==> src/rtl/regfile_pkg.sv <==
// Shared definitions for the multi-port register file.
// Address validity is the one rule every port agrees on.
package regfile_pkg;

    localparam int MAX_RD_PORTS = 4;

    function automatic logic addr_valid(
        input int unsigned addr,
        input int unsigned depth,
        input logic        zero_reg
    );
        return (addr < depth) && !(zero_reg && addr == 0);
    endfunction

endpackage

==> src/rtl/regfile_rdport.sv <==
// One combinational read port: range check, write bypass, busy select.
// Bypassed reads report not-busy because the producer is retiring now.
module regfile_rdport
    import regfile_pkg::*;
#(
    parameter int DATA_W   = 16,
    parameter int DEPTH    = 16,
    parameter int ADDR_W   = 4,
    parameter int BYPASS   = 1,
    parameter int ZERO_REG = 0
) (
    input  logic [ADDR_W-1:0] i_addr,
    input  logic              i_wr_vld0,
    input  logic [ADDR_W-1:0] i_wr_addr0,
    input  logic [DATA_W-1:0] i_wr_data0,
    input  logic              i_wr_vld1,
    input  logic [ADDR_W-1:0] i_wr_addr1,
    input  logic [DATA_W-1:0] i_wr_data1,
    input  logic [DATA_W-1:0] i_mem [DEPTH],
    input  logic [DEPTH-1:0]  i_busy,
    output logic [DATA_W-1:0] o_data,
    output logic              o_busy
);

    logic w_valid;
    logic w_hit0;
    logic w_hit1;

    assign w_valid = addr_valid(32'(i_addr), DEPTH, ZERO_REG != 0);
    assign w_hit0  = (BYPASS != 0) && i_wr_vld0 && (i_wr_addr0 == i_addr);
    assign w_hit1  = (BYPASS != 0) && i_wr_vld1 && (i_wr_addr1 == i_addr);

    always_comb begin
        o_data = '0;
        o_busy = 1'b0;
        if (w_hit1) begin
            o_data = i_wr_data1;
        end else if (w_hit0) begin
            o_data = i_wr_data0;
        end else if (w_valid) begin
            o_data = i_mem[i_addr];
            o_busy = i_busy[i_addr];
        end
    end

endmodule

==> src/rtl/regfile_mp.sv <==
// Parametrised register file: two prioritised write ports, N read ports,
// optional bypass and zero register, plus a per-register busy scoreboard.
module regfile_mp
    import regfile_pkg::*;
#(
    parameter int DATA_W   = 16,
    parameter int DEPTH    = 16,
    parameter int RD_PORTS = 2,
    parameter int BYPASS   = 1,
    parameter int ZERO_REG = 0,
    localparam int ADDR_W  = $clog2(DEPTH)
) (
    input  logic                         clk,
    input  logic                         reset_n,
    input  logic                         wrEn0,
    input  logic [ADDR_W-1:0]            wrAddr0,
    input  logic [DATA_W-1:0]            wrData0,
    input  logic                         wrEn1,
    input  logic [ADDR_W-1:0]            wrAddr1,
    input  logic [DATA_W-1:0]            wrData1,
    input  logic [RD_PORTS*ADDR_W-1:0]   rdAddr,
    output logic [RD_PORTS*DATA_W-1:0]   rdData,
    output logic [RD_PORTS-1:0]          rdBusy,
    input  logic                         setBusy,
    input  logic [ADDR_W-1:0]            setBusyAddr
);

    logic [DATA_W-1:0] r_mem [DEPTH];
    logic [DEPTH-1:0]  r_busy;
    logic              w_wv0;
    logic              w_wv1;
    logic              w_set;

    // Gating with reset_n keeps bypassed reads at zero while in reset.
    assign w_wv0 = reset_n && wrEn0
                 && addr_valid(32'(wrAddr0), DEPTH, ZERO_REG != 0);
    assign w_wv1 = reset_n && wrEn1
                 && addr_valid(32'(wrAddr1), DEPTH, ZERO_REG != 0);
    assign w_set = setBusy
                 && addr_valid(32'(setBusyAddr), DEPTH, ZERO_REG != 0);

    always_ff @(posedge clk or negedge reset_n) begin
        if (!reset_n) begin
            for (int r = 0; r < DEPTH; r++) begin
                r_mem[r] <= '0;
            end
            r_busy <= '0;
        end else begin
            if (w_wv0) r_mem[wrAddr0] <= wrData0;
            if (w_wv1) r_mem[wrAddr1] <= wrData1;
            for (int r = 0; r < DEPTH; r++) begin
                if (w_set && setBusyAddr == ADDR_W'(r)) begin
                    r_busy[r] <= 1'b1;
                end else if ((w_wv0 && wrAddr0 == ADDR_W'(r))
                          || (w_wv1 && wrAddr1 == ADDR_W'(r))) begin
                    r_busy[r] <= 1'b0;
                end
            end
        end
    end

    for (genvar g = 0; g < RD_PORTS && g < MAX_RD_PORTS; g++) begin : g_rd
        regfile_rdport #(
            .DATA_W  (DATA_W),
            .DEPTH   (DEPTH),
            .ADDR_W  (ADDR_W),
            .BYPASS  (BYPASS),
            .ZERO_REG(ZERO_REG)
        ) u_rd (
            .i_addr    (rdAddr[g*ADDR_W +: ADDR_W]),
            .i_wr_vld0 (w_wv0),
            .i_wr_addr0(wrAddr0),
            .i_wr_data0(wrData0),
            .i_wr_vld1 (w_wv1),
            .i_wr_addr1(wrAddr1),
            .i_wr_data1(wrData1),
            .i_mem     (r_mem),
            .i_busy    (r_busy),
            .o_data    (rdData[g*DATA_W +: DATA_W]),
            .o_busy    (rdBusy[g])
        );
    end

endmodule

==> config.mk <==
export PLATFORM = sky130hd
export DESIGN_NAME = regfile_mp
export DESIGN_NICKNAME = d
export VERILOG_FILES = /design/src/rtl/regfile_pkg.sv /design/src/rtl/regfile_rdport.sv /design/src/rtl/regfile_mp.sv
export SDC_FILE = /design/constraint.sdc
export NUM_CORES = 1
export LEC_CHECK = 0
export CAP_MARGIN = 20
export CORE_MARGIN = 5
export CORE_UTILIZATION = 56
export CTS_CLUSTER_DIAMETER = 30
export CTS_CLUSTER_SIZE = 16
export DETAILED_ROUTE_END_ITERATION = 8
export PLACE_DENSITY = 0.8
export RECOVER_POWER = 50
export SLEW_MARGIN = 20
export SYNTH_ARGS = -nofsm -noshare
export SYNTH_HDL_FRONTEND = slang
export SYNTH_SLANG_ARGS = --single-unit
==> constraint.sdc <==
create_clock -name clk -period 2.4 [get_ports clk]
set_clock_uncertainty 0.15 [all_clocks]
set_input_delay 0.48 -clock clk [delete_from_list [all_inputs] [get_ports clk]]
set_output_delay 0.48 -clock clk [all_outputs]
set_load 0.02 [all_outputs]
==> flow_metrics.py <==
metrics = {
    "cts": {
        "cts_tree": "done",
        "clock_latency_ps": 580,
        "cts-root-buf": "clkbuf_16",
        "htree_levels": 2,
        "path_clk_slew_ps": 50,
        "cts_sinks": 272,
        "clockBufferDepth": 3,
        "cts_inserted_buffers": 61,
    },
    "status": {
        "violations": "negative setup slack",
        "status": "complete, but fails checks",
    },
    "drt": {
        "drcViolationCount": 0,
        "wire_per_inst_um": 31.3,
        "via_per_inst": 7.25,
        "final_antenna_net_count": 0,
        "drt-pass1-iter-count": 6,
        "routed_wl_mm": 79.9,
        "vias": 18500,
        "drtIter0Drc": 3452,
    },
    "die": {
        "die_h_um": 191,
        "pin_count": 91,
        "placementRows": 66,
        "floorplan.initialDensity_pct": 56.7,
        "fp.dieW_um": 191,
        "dieArea_um2": 36600,
        "core_area_um2": 32500,
    },
    "placed_design": {
        "placed_cell_area_um2": 21900,
        "port_buffers": 90,
        "dp_slack_ps": -1070,
        "hpwl_mm": 46.9,
        "place_congestion": 0.969,
    },
    "critical_path": {
        "cp_max_fo": 2,
        "endpoint_kind": "primary output",
        "worstSetupPathType": "flop to primary output",
        "start_kind": "flop",
        "required_ps": 1770,
        "crit_arrival_ps": 2570,
    },
    "logic_synthesis": {
        "syn_inst": 1783,
        "ys_seq_elements": 272,
        "netlist_area_um2": 18400,
        "postSynthAreaPerCell_um2": 10.3,
        "yosysUniqueCellTypes": 42,
        "ys.warnings.count": 0,
        "ys_seq_area_share_pct": 37.0,
        "syn_nets": 1840,
    },
    "worst_hold_path": {
        "hp-class": "flop to flop",
    },
    "final_layout": {
        "drive_gt1_share_pct": 33.7,
        "finish.utilization_pct": 76.1,
        "area_delta_synth_final_pct": 34.4,
        "final_area_um2": 24700,
        "most-common-layout-cells": "mux2i_1, dfrtp_1, buf_4",
        "n_fill_cell": 1887,
        "final_common_cell": "mux2i_1",
        "nets": 2114,
    },
    "sta": {
        "postLayoutSetupSlackWorst_ps": -796,
        "maxSlewHeadroom_pct": 20.6,
        "worst_pin_slew_ps": 1190,
        "fin_crit_sh_pct": 133,
        "min_period_ps": 3200,
        "hold_viol": 0,
        "timing.hold.ws_ps": 391,
        "rsz0062_at_grt": "true",
        "setup_viol": 315,
        "drv_slew": 0,
        "fmax_mhz": 313,
    },
    "pwr": {
        "vdd_drop_max_mv": 0.644,
        "p_leak_nw": 10.7,
        "power_density_nw_per_um2": 899,
        "p_total_mw": 22.2,
    },
    "global_routing": {
        "grt_pass1_wl_mm": 115,
        "grt_max_degree": 79,
        "track_usage_pct": 41.9,
        "globalRouteOverflowTotal": 0,
        "grt_pass1_vias": 18800,
        "antenna_found_initial": 3,
    },
    "run": {
        "max_cap_viol_count": 0,
    },
}
cell families after synthesis:
family / count (synthesis) / share of synthesized area [%]
AOI/OAI and AO/OA: 334 / 11.0
buffers and inverters: 219 / 6.42
and+or+nand+nor: 484 / 12.2
xor gates and xnor gates: 16 / 0.762
DFF: 272 / 37.0
muxes: 458 / 32.6
stage by stage:
step / std cells / TNS [ps]
after floorplan: 1783 / -125
after global placement: 2391 / -77370
after detailed placement: 2391 / -88250
after CTS: 2529 / -64740
after global routing: 2549 / -108050
final: 2549 / -83820
area by class of cell:
| type | instances | area [um2] | area share (%) |
|---|---|---|---|
| inverters | 4 | 15.0 | 0.0608 |
| flip-flops and latches | 272 | 6810 | 27.5 |
| clock buffers | 80 | 1720 | 6.96 |
| repair buffers | 426 | 4270 | 17.3 |
| well taps | 442 | 553 | 2.24 |
| diodes | 1 | 2.50 | 0.0101 |
| clock inverters | 32 | 417 | 1.69 |
| multi-input cells | 1292 | 10900 | 44.2 |
sequential cells by signal, summed over array words and instances (netlist names):
signal	cells
r_mem	256
r_busy	16
power breakdown:
| group | internal, mW | switching (mW) | total (mW) |
|---|---|---|---|
| clock network | 5.95 | 2.79 | 8.73 |
| logic | 3.47 | 3.07 | 6.53 |
| registers | 5.84 | 1.10 | 6.94 |
| total | 15.2 | 6.96 | 22.2 |
critical path, stage by stage, from the launching register on:
cell	delay [ps]
dfrtp_1	410
mux4_2	530
mux2i_4	390
or2_4	190
nand4_1	140
o221a_4	170
buf_6	130
cell usage after synthesis (all sizes together):
cell / number / area (um2)
xor2: 4 / 35.0
and2: 4 / 25.0
nor2b: 6 / 37.5
dfrtp: 272 / 6810
nor3b: 1 / 7.51
inv: 4 / 15.0
nor2: 201 / 822
or3: 2 / 12.5
nand4b: 4 / 47.6
o21ai: 89 / 445
or2: 30 / 188
a2bb2oi: 30 / 263
nand2: 140 / 528
nand4: 37 / 250
nand3b: 2 / 15.0
mux2i: 352 / 3520
and3: 4 / 25.0
nor3: 4 / 20.0
a21oi: 176 / 881
and3b: 1 / 8.76
or4: 2 / 15.0
buf: 109 / 761
xnor2: 12 / 105
nand3: 37 / 185
nand2b: 6 / 37.5
mux4: 106 / 2470
a32o: 6 / 60.1
nor4: 3 / 18.8
a22o: 1 / 8.76
clkbuf: 106 / 404
o221a: 32 / 360
per-layer routing:
layer / up-vias / track usage [%] / part of all wire, % / wire (um)
li1: 7061 / - / - / -
met1: 8686 / 50.6 / 32 / 25200
met2: 1996 / 60.7 / 42 / 33300
met3: 720 / 15.3 / 16 / 12600
met4: 8 / 32.8 / 11 / 8680
met5: - / 2.06 / 0.15 / 119
timing repair:
action	in CTS	in global routing
hold buffers	1	0
resized for setup	274	52
cloned	2	1
setup buffers	25	19
endpoints found under the setup margin	34	170
pin swaps	35	25
hold endpoints to repair	49	0
final timing paths:
check                              to  cells after the start        from  slack, ps
max                         rdData[0]                      6  r_mem[240]       -800
min                         r_busy[3]                      1   r_busy[3]        390
max reg2reg                 r_mem[83]                      3   r_mem[83]       1160
min reg2reg                 r_busy[3]                      1   r_busy[3]        390
max in group asynchronous  r_mem[181]                      4     reset_n       -400
min in group asynchronous  r_mem[131]                      3     reset_n        470
(Power assumes the default switching activity.)
